<file path="config.mk">
export PLATFORM = sky130hd
export DESIGN_NAME = game_ctrl_flat
export DESIGN_NICKNAME = d
export VERILOG_FILES = /design/src/rtl/game_ctrl_if.sv /design/src/rtl/game_ctrl.sv /design/src/flat_wrapper.sv
export SDC_FILE = /design/constraint.sdc
export NUM_CORES = 1
export LEC_CHECK = 0
export BUFFER_PORTS_ARGS = -buffer_cell sky130_fd_sc_hd__buf_2
export CAP_MARGIN = 20
export CORE_MARGIN = 5
export CORE_UTILIZATION = 50
export DETAILED_ROUTE_END_ITERATION = 8
export PLACE_DENSITY = 0.89
export SYNTH_ARGS = -nofsm -noshare
export SYNTH_HDL_FRONTEND = slang
export SYNTH_SLANG_ARGS = --single-unit
</file>
<file path="constraint.sdc">
create_clock -name clock -period 2.35 [get_ports clock]
set_clock_uncertainty 0.1 [all_clocks]
set_input_delay 0 -clock clock [delete_from_list [all_inputs] [get_ports clock]]
set_output_delay 0 -clock clock [all_outputs]
set_load 0.02 [all_outputs]
</file>
<file path="src/rtl/game_ctrl_if.sv">
// game_ctrl_if: groups the game sequencer's pulse inputs and its registered
// outputs. The slave modport is the sequencer's view; the master modport is
// the view of whatever drives the buttons/evaluator/comparator pulses.
interface game_ctrl_if #(
    parameter int PAY_W = 8
);
    logic             start_btn;
    logic             eval_valid;
    logic             hand_win;
    logic [3:0]       win_mult;
    logic             double_btn;
    logic             stop_btn;
    logic             guess_valid;
    logic             guess_high;
    logic             cmp_valid;
    logic             cmp_win;
    logic             cmp_tie;
    logic [1:0]       game_s;
    logic [1:0]       d_count;
    logic             dchance1;
    logic             dchance2;
    logic             guess_q;
    logic [PAY_W-1:0] payout;
    logic             round_over;
    logic             busy;

    modport master (
        output start_btn, eval_valid, hand_win, win_mult, double_btn, stop_btn,
               guess_valid, guess_high, cmp_valid, cmp_win, cmp_tie,
        input  game_s, d_count, dchance1, dchance2, guess_q, payout,
               round_over, busy
    );

    modport slave (
        input  start_btn, eval_valid, hand_win, win_mult, double_btn, stop_btn,
               guess_valid, guess_high, cmp_valid, cmp_win, cmp_tie,
        output game_s, d_count, dchance1, dchance2, guess_q, payout,
               round_over, busy
    );
endinterface

</file>
<file path="src/rtl/game_ctrl.sv">
// game_ctrl: top-level game sequencer for the poker card datapath. Steps a
// game through deal, hand evaluation and up to MAX_DOUBLE double-up rounds,
// drives the card generator control (game_s, d_count, draw strobes) and keeps
// the running payout. Every output is a register loaded from next-state values.
module game_ctrl #(
    parameter logic [3:0] BET        = 4'd1,
    parameter logic [1:0] MAX_DOUBLE = 2'd3,
    parameter int         PAY_W      = 8
) (
    input  logic       clock,
    input  logic       reset_c,
    game_ctrl_if.slave bus
);

    typedef enum logic [2:0] {
        ST_IDLE  = 3'd0,
        ST_DEAL  = 3'd1,
        ST_EVAL  = 3'd2,
        ST_OFFER = 3'd3,
        ST_DRAW  = 3'd4,
        ST_GUESS = 3'd5,
        ST_CMP   = 3'd6,
        ST_END   = 3'd7
    } state_t;

    localparam logic [PAY_W-1:0] PAY_MAX  = {PAY_W{1'b1}};
    localparam logic [PAY_W-1:0] PAY_ZERO = {PAY_W{1'b0}};

    // Stake times multiplier, clamped to the payout register's range.
    function automatic logic [PAY_W-1:0] sat_mult(input logic [3:0] a, input logic [3:0] b);
        logic [7:0]       prod;
        logic [PAY_W+7:0] wide;
        prod = {4'd0, a} * {4'd0, b};
        wide = {{PAY_W{1'b0}}, prod};
        if (wide > {8'd0, PAY_MAX}) begin
            sat_mult = PAY_MAX;
        end else begin
            sat_mult = wide[PAY_W-1:0];
        end
    endfunction

    // Doubling overflows exactly when the top bit is already set; clamp then.
    function automatic logic [PAY_W-1:0] sat_dbl(input logic [PAY_W-1:0] p);
        if (p[PAY_W-1]) begin
            sat_dbl = PAY_MAX;
        end else begin
            sat_dbl = {p[PAY_W-2:0], 1'b0};
        end
    endfunction

    // Card generator mode seen by the datapath for each sequencer state.
    function automatic logic [1:0] enc_game_s(input state_t s);
        case (s)
            ST_DEAL:                  enc_game_s = 2'b01;
            ST_DRAW, ST_GUESS, ST_CMP: enc_game_s = 2'b10;
            ST_END:                   enc_game_s = 2'b11;
            default:                  enc_game_s = 2'b00;
        endcase
    endfunction

    state_t           state_r;
    state_t           next_state_s;
    logic [1:0]       game_s_r;
    logic [1:0]       d_count_r;
    logic [1:0]       d_count_nx_s;
    logic [1:0]       d_count_inc_s;
    logic             dchance1_r;
    logic             dchance2_r;
    logic             guess_q_r;
    logic             guess_nx_s;
    logic [PAY_W-1:0] payout_r;
    logic [PAY_W-1:0] payout_nx_s;
    logic             round_over_r;
    logic             busy_r;

    assign d_count_inc_s = d_count_r + 2'd1;

    // Sequencer state register.
    always_ff @(posedge clock) begin
        if (reset_c) begin
            state_r <= ST_IDLE;
        end else begin
            state_r <= next_state_s;
        end
    end

    // Next state plus next payout / round count / latched guess.
    always_comb begin
        next_state_s = state_r;
        d_count_nx_s = d_count_r;
        guess_nx_s   = guess_q_r;
        payout_nx_s  = payout_r;
        case (state_r)
            ST_IDLE: begin
                if (bus.start_btn) begin
                    next_state_s = ST_DEAL;
                    d_count_nx_s = 2'd0;
                    payout_nx_s  = PAY_ZERO;
                end else begin
                    next_state_s = ST_IDLE;
                end
            end
            ST_DEAL: begin
                next_state_s = ST_EVAL;
                d_count_nx_s = 2'd0;
            end
            ST_EVAL: begin
                if (bus.eval_valid) begin
                    if (bus.hand_win) begin
                        payout_nx_s  = sat_mult(BET, bus.win_mult);
                        next_state_s = ST_OFFER;
                    end else begin
                        payout_nx_s  = PAY_ZERO;
                        next_state_s = ST_END;
                    end
                end else begin
                    next_state_s = ST_EVAL;
                end
            end
            ST_OFFER: begin
                // Banking takes priority over a simultaneous double-up request.
                if (bus.stop_btn) begin
                    next_state_s = ST_END;
                end else if (bus.double_btn) begin
                    next_state_s = ST_DRAW;
                end else begin
                    next_state_s = ST_OFFER;
                end
            end
            ST_DRAW: begin
                next_state_s = ST_GUESS;
            end
            ST_GUESS: begin
                if (bus.guess_valid) begin
                    guess_nx_s   = bus.guess_high;
                    next_state_s = ST_CMP;
                end else begin
                    next_state_s = ST_GUESS;
                end
            end
            ST_CMP: begin
                if (bus.cmp_valid) begin
                    if (bus.cmp_tie) begin
                        next_state_s = ST_OFFER;
                    end else if (bus.cmp_win) begin
                        payout_nx_s = sat_dbl(payout_r);
                        // The final round keeps d_count at its last value.
                        if (d_count_inc_s == MAX_DOUBLE) begin
                            next_state_s = ST_END;
                        end else begin
                            d_count_nx_s = d_count_inc_s;
                            next_state_s = ST_OFFER;
                        end
                    end else begin
                        payout_nx_s  = PAY_ZERO;
                        next_state_s = ST_END;
                    end
                end else begin
                    next_state_s = ST_CMP;
                end
            end
            ST_END: begin
                next_state_s = ST_IDLE;
            end
            default: begin
                next_state_s = ST_IDLE;
            end
        endcase
    end

    // Output registers, loaded with the values belonging to the next state.
    always_ff @(posedge clock) begin
        if (reset_c) begin
            game_s_r     <= 2'b00;
            d_count_r    <= 2'd0;
            dchance1_r   <= 1'b0;
            dchance2_r   <= 1'b0;
            guess_q_r    <= 1'b0;
            payout_r     <= PAY_ZERO;
            round_over_r <= 1'b0;
            busy_r       <= 1'b0;
        end else begin
            game_s_r     <= enc_game_s(next_state_s);
            d_count_r    <= d_count_nx_s;
            dchance1_r   <= (next_state_s == ST_DRAW) && (d_count_nx_s == 2'd0);
            dchance2_r   <= (next_state_s == ST_DRAW) && (d_count_nx_s != 2'd0);
            guess_q_r    <= guess_nx_s;
            payout_r     <= payout_nx_s;
            round_over_r <= (next_state_s == ST_END);
            busy_r       <= (next_state_s != ST_IDLE);
        end
    end

    assign bus.game_s     = game_s_r;
    assign bus.d_count    = d_count_r;
    assign bus.dchance1   = dchance1_r;
    assign bus.dchance2   = dchance2_r;
    assign bus.guess_q    = guess_q_r;
    assign bus.payout     = payout_r;
    assign bus.round_over = round_over_r;
    assign bus.busy       = busy_r;

endmodule

</file>
<file path="src/flat_wrapper.sv">
// flat-port wrapper written by rule: the top's interface ports become plain ports
module game_ctrl_flat 
#(
    parameter logic [3:0] BET        = 4'd1,
    parameter logic [1:0] MAX_DOUBLE = 2'd3,
    parameter int         PAY_W      = 8
)
  (clock, reset_c, bus_start_btn, bus_eval_valid, bus_hand_win, bus_win_mult, bus_double_btn, bus_stop_btn, bus_guess_valid, bus_guess_high, bus_cmp_valid, bus_cmp_win, bus_cmp_tie, bus_game_s, bus_d_count, bus_dchance1, bus_dchance2, bus_guess_q, bus_payout, bus_round_over, bus_busy);
  game_ctrl_if #(.PAY_W(PAY_W)) bus_i ();
  input  logic clock;
  input  logic reset_c;
  input wire logic [$bits(bus_i.start_btn)-1:0] bus_start_btn;
  input wire logic [$bits(bus_i.eval_valid)-1:0] bus_eval_valid;
  input wire logic [$bits(bus_i.hand_win)-1:0] bus_hand_win;
  input wire logic [$bits(bus_i.win_mult)-1:0] bus_win_mult;
  input wire logic [$bits(bus_i.double_btn)-1:0] bus_double_btn;
  input wire logic [$bits(bus_i.stop_btn)-1:0] bus_stop_btn;
  input wire logic [$bits(bus_i.guess_valid)-1:0] bus_guess_valid;
  input wire logic [$bits(bus_i.guess_high)-1:0] bus_guess_high;
  input wire logic [$bits(bus_i.cmp_valid)-1:0] bus_cmp_valid;
  input wire logic [$bits(bus_i.cmp_win)-1:0] bus_cmp_win;
  input wire logic [$bits(bus_i.cmp_tie)-1:0] bus_cmp_tie;
  output wire logic [$bits(bus_i.game_s)-1:0] bus_game_s;
  output wire logic [$bits(bus_i.d_count)-1:0] bus_d_count;
  output wire logic [$bits(bus_i.dchance1)-1:0] bus_dchance1;
  output wire logic [$bits(bus_i.dchance2)-1:0] bus_dchance2;
  output wire logic [$bits(bus_i.guess_q)-1:0] bus_guess_q;
  output wire logic [$bits(bus_i.payout)-1:0] bus_payout;
  output wire logic [$bits(bus_i.round_over)-1:0] bus_round_over;
  output wire logic [$bits(bus_i.busy)-1:0] bus_busy;
  assign bus_i.start_btn = bus_start_btn;
  assign bus_i.eval_valid = bus_eval_valid;
  assign bus_i.hand_win = bus_hand_win;
  assign bus_i.win_mult = bus_win_mult;
  assign bus_i.double_btn = bus_double_btn;
  assign bus_i.stop_btn = bus_stop_btn;
  assign bus_i.guess_valid = bus_guess_valid;
  assign bus_i.guess_high = bus_guess_high;
  assign bus_i.cmp_valid = bus_cmp_valid;
  assign bus_i.cmp_win = bus_cmp_win;
  assign bus_i.cmp_tie = bus_cmp_tie;
  assign bus_game_s = bus_i.game_s;
  assign bus_d_count = bus_i.d_count;
  assign bus_dchance1 = bus_i.dchance1;
  assign bus_dchance2 = bus_i.dchance2;
  assign bus_guess_q = bus_i.guess_q;
  assign bus_payout = bus_i.payout;
  assign bus_round_over = bus_i.round_over;
  assign bus_busy = bus_i.busy;
  game_ctrl #(.BET(BET), .MAX_DOUBLE(MAX_DOUBLE), .PAY_W(PAY_W)) u_core (.clock(clock), .reset_c(reset_c), .bus(bus_i));
endmodule
</file>
==> qor.csv <==
stage;metric;value;unit
drt;drc;0;
pwr;ir_drop;0.000526;V
drt;ant_nets;0;
grt;grt_max_degree;18;
place;dp.cells;174;
yosys;synth_edf_count;0;
pwr;netSwitchingPower;280;uW
sta;fin_crit_sh;0.948;
worst_setup_path;crit_path_max_fanout;12;
sta;worstMarginPinSlew;0.472;ns
pwr;p_comb_frac;0.259;
place;numPortBuffers;32;
status;status;completed;
sta;fin_ws;0.122;ns
grt;grtUsageTotal;0.180;
yosys;ys_ff_latch;20;
yosys;synth_flop_cell;dfxtp_1;
grt;grt_first_pass_wirelength;3990;um
grt;gr-usage-met1;0.203;
yosys;synth-seq-area-share;0.393;
sta;hold_violations;0;
drt;viasPerCell;5.19;
clocking;cts_buffer_depth;2;
sta;setup_viol;0;
yosys;yosysUniqueCellTypes;37;
sta;fin_crit;2.23;ns
die;initial_utilization;0.524;
cells_and_area;finish.net_count;179;
clocking;cts_root_buf;clkbuf_4;
place;dp_hpwl;1770;um
yosys;synthArstFlopShare;0;
yosys;netlist.top_cell.by_area;dfxtp_1;
worst_setup_path;cp-start-kind;flop;
sta;slew_headroom;0.681;
grt;overflow;0;
die;fp.dieArea;3040;um2
clocking;cts.sinks;20;
yosys;synthCells;121;
pwr;clockPowerShare;0.304;
yosys;syn_nets;139;
clocking;clkTransAtPathRegs;0.12;ns
sta;fin_tns_setup;0;ns
yosys;avgSynthCellArea;8.42;um2
clocking;clock_latency;0.31;ns
cells_and_area;n_fill_cell;162;
clocking;cts_setup_buffers;0;
clocking;cts-htree-levels;1;
pwr;p_seq_frac;0.437;
cells_and_area;n_antenna_cell;0;
grt;busiest_layer;met2;
run;max_cap_viol_count;0;
die;pin_count;33;
drt;drt_iter0_markers;14;
pwr;p_int;657;uW
yosys;ys.warnings.count;0;
worst_setup_path;worstPathArrival;2.39;ns
drt;routedWlPerCell;12.7;um
place;dp_slack;0.566;ns
grt;grt_pass1_vias;984;
drt;dr.pass1.iters;4;
cells_and_area;finalNonFillerCells;187;
sta;rsz0062_at_grt;no;
grt;met3_usage;0.0322;
yosys;synth_area;1020;um2
die;die_y;55.1;um
grt;antenna_found_initial;0;
worst_setup_path;path_class;reg2reg;
worst_setup_path;worst_ep_required_time;2.51;ns
yosys;synth_top_cell_area_share;0.393;
yosys;synth_area_leaders;dfxtp_1 39%, nor2_1 11%, mux2i_1 6.9%;
sta;fmax;0.449;GHz
sta;maxSlewViolCount;0;
grt;met2_usage;0.331;
clocking;cts_tree;built;
hold_path;hp-class;in2reg;
die;fp.coreArea;1940;um2
cells_and_area;layout-drive-gt1-share;0.281;
pwr;swShare;0.299;
clocking;numCtsBuffers;3;
die;die_x;55.1;um
die;rows;16;
drt;wl;2380;um
cells_and_area;areaGrowthSynthToFinish;29.4;%
pwr;p_leak;0.000586;uW
place;gp_congestion;0.920;
pwr;power_density;711;nW/um2
worst_setup_path;cp-end-kind;flop;
drt;dr_total_vias;971;
sequential cells by signal (all words and copies together) (netlist names):
signal                 cells
u_core.bus.guess_q         1
u_core.bus.d_count         2
u_core.bus.payout          8
u_core.bus.game_s          2
u_core.bus.dchance1        1
u_core.bus.dchance2        1
u_core.state_r             3
u_core.bus.busy            1
u_core.bus.round_over      1
Yosys cell counts (2+ instances only):
master    number
nor2_1        30
dfxtp_1       20
a21oi_1        9
inv_1          7
mux2i_1        7
nand2_1        5
a211oi_1       4
nand2b_1       4
buf_4          2
buf_6          2
ha_1           2
nand3_1        2
nor2b_1        2
o21ai_0        2
power by group through the flow:
stage          registers, uW  logic (uW)  clock network, uW
2_1_floorplan            420         174                  0
3_3_place_gp             410         218                  0
3_5_place_dp             414         224                  0
4_1_cts                  406         243                290
5_1_grt                  415         267                305
6_report                 409         243                285
cell usage in the layout, fill, tap and decap left out, types with 2 or more instances in the layout:
master / Yosys / routed
dlygate4sd3_1: 0 / 9
a211oi_1: 4 / 4
nand3_1: 2 / 2
dfxtp_2: 0 / 2
nand2_1: 5 / 5
a21oi_1: 9 / 9
ha_1: 2 / 2
nand2b_1: 4 / 4
o21ai_0: 2 / 2
dfxtp_1: 20 / 18
inv_1: 7 / 7
buf_2: 1 / 32
nor2b_1: 2 / 2
clkbuf_4: 0 / 3
nor2_1: 30 / 30
mux2i_1: 7 / 7
cell families after synthesis:
kind of cell,share of synthesized area
simple gates,0.243
compound gates,0.188
flops,0.393
buf+inv,0.0712
mux,0.0799
fa+ha+maj,0.0246
worst max-delay path, stage by stage, from the launching register on:
cell	delay, ns
dfxtp_1	0.54
and2b_4	0.23
a21boi_2	0.18
a31o_2	0.28
nor2_1	0.07
a211oi_1	0.20
dlygate4sd3_1	0.57
worst paths after layout:
| kind | depth (start not counted) | end | startpoint | slack (ns) |
|---|---|---|---|---|
| max reg2reg | 6 | u_core.bus.payout[1] | u_core.state_r[1] | 0.12 |
| max | 6 | u_core.bus.payout[1] | u_core.state_r[1] | 0.12 |
| min | 4 | u_core.bus.round_over | bus_guess_valid | 0.03 |
| min reg2reg | 2 | u_core.bus.payout[3] | u_core.bus.payout[3] | 0.44 |
final cells by class:
class | instances | area, um2 | share of cell area
inverter | 7 | 26.3 | 0.0199
clock inverter | 1 | 30.0 | 0.0228
multi-input combinational | 88 | 552 | 0.419
timing repair buffer | 41 | 250 | 0.190
sequential | 20 | 403 | 0.306
tap | 27 | 33.8 | 0.0256
clock buffer | 3 | 22.5 | 0.0171
repair_timing:
action	CTS	global route
hold endpoints to repair	15	0
gates resized for setup	0	3
endpoints found under the setup margin	0	2
hold buffers	9	0
routing by layer:
metal	part of all wire	routed length [um]
met5	0	0
met4	0.019	44
met3	0.055	130
met2	0.51	1210
met1	0.42	990
metrics by stage:
| stage | cell area, um2 | power, uW | utilization | hold WS, ns |
|---|---|---|---|---|
| global placement | 1170 | 628 | 0.601 | 0.136 |
| floorplan | 1020 | 594 | - | 0.0439 |
| CTS | 1310 | 939 | 0.674 | 0.0353 |
| detailed placement | 1170 | 638 | 0.601 | 0.141 |
| global route | 1320 | 987 | 0.678 | 0.0352 |
| finish | 1320 | 937 | 0.678 | 0.0335 |
(Power assumes the default switching activity.)
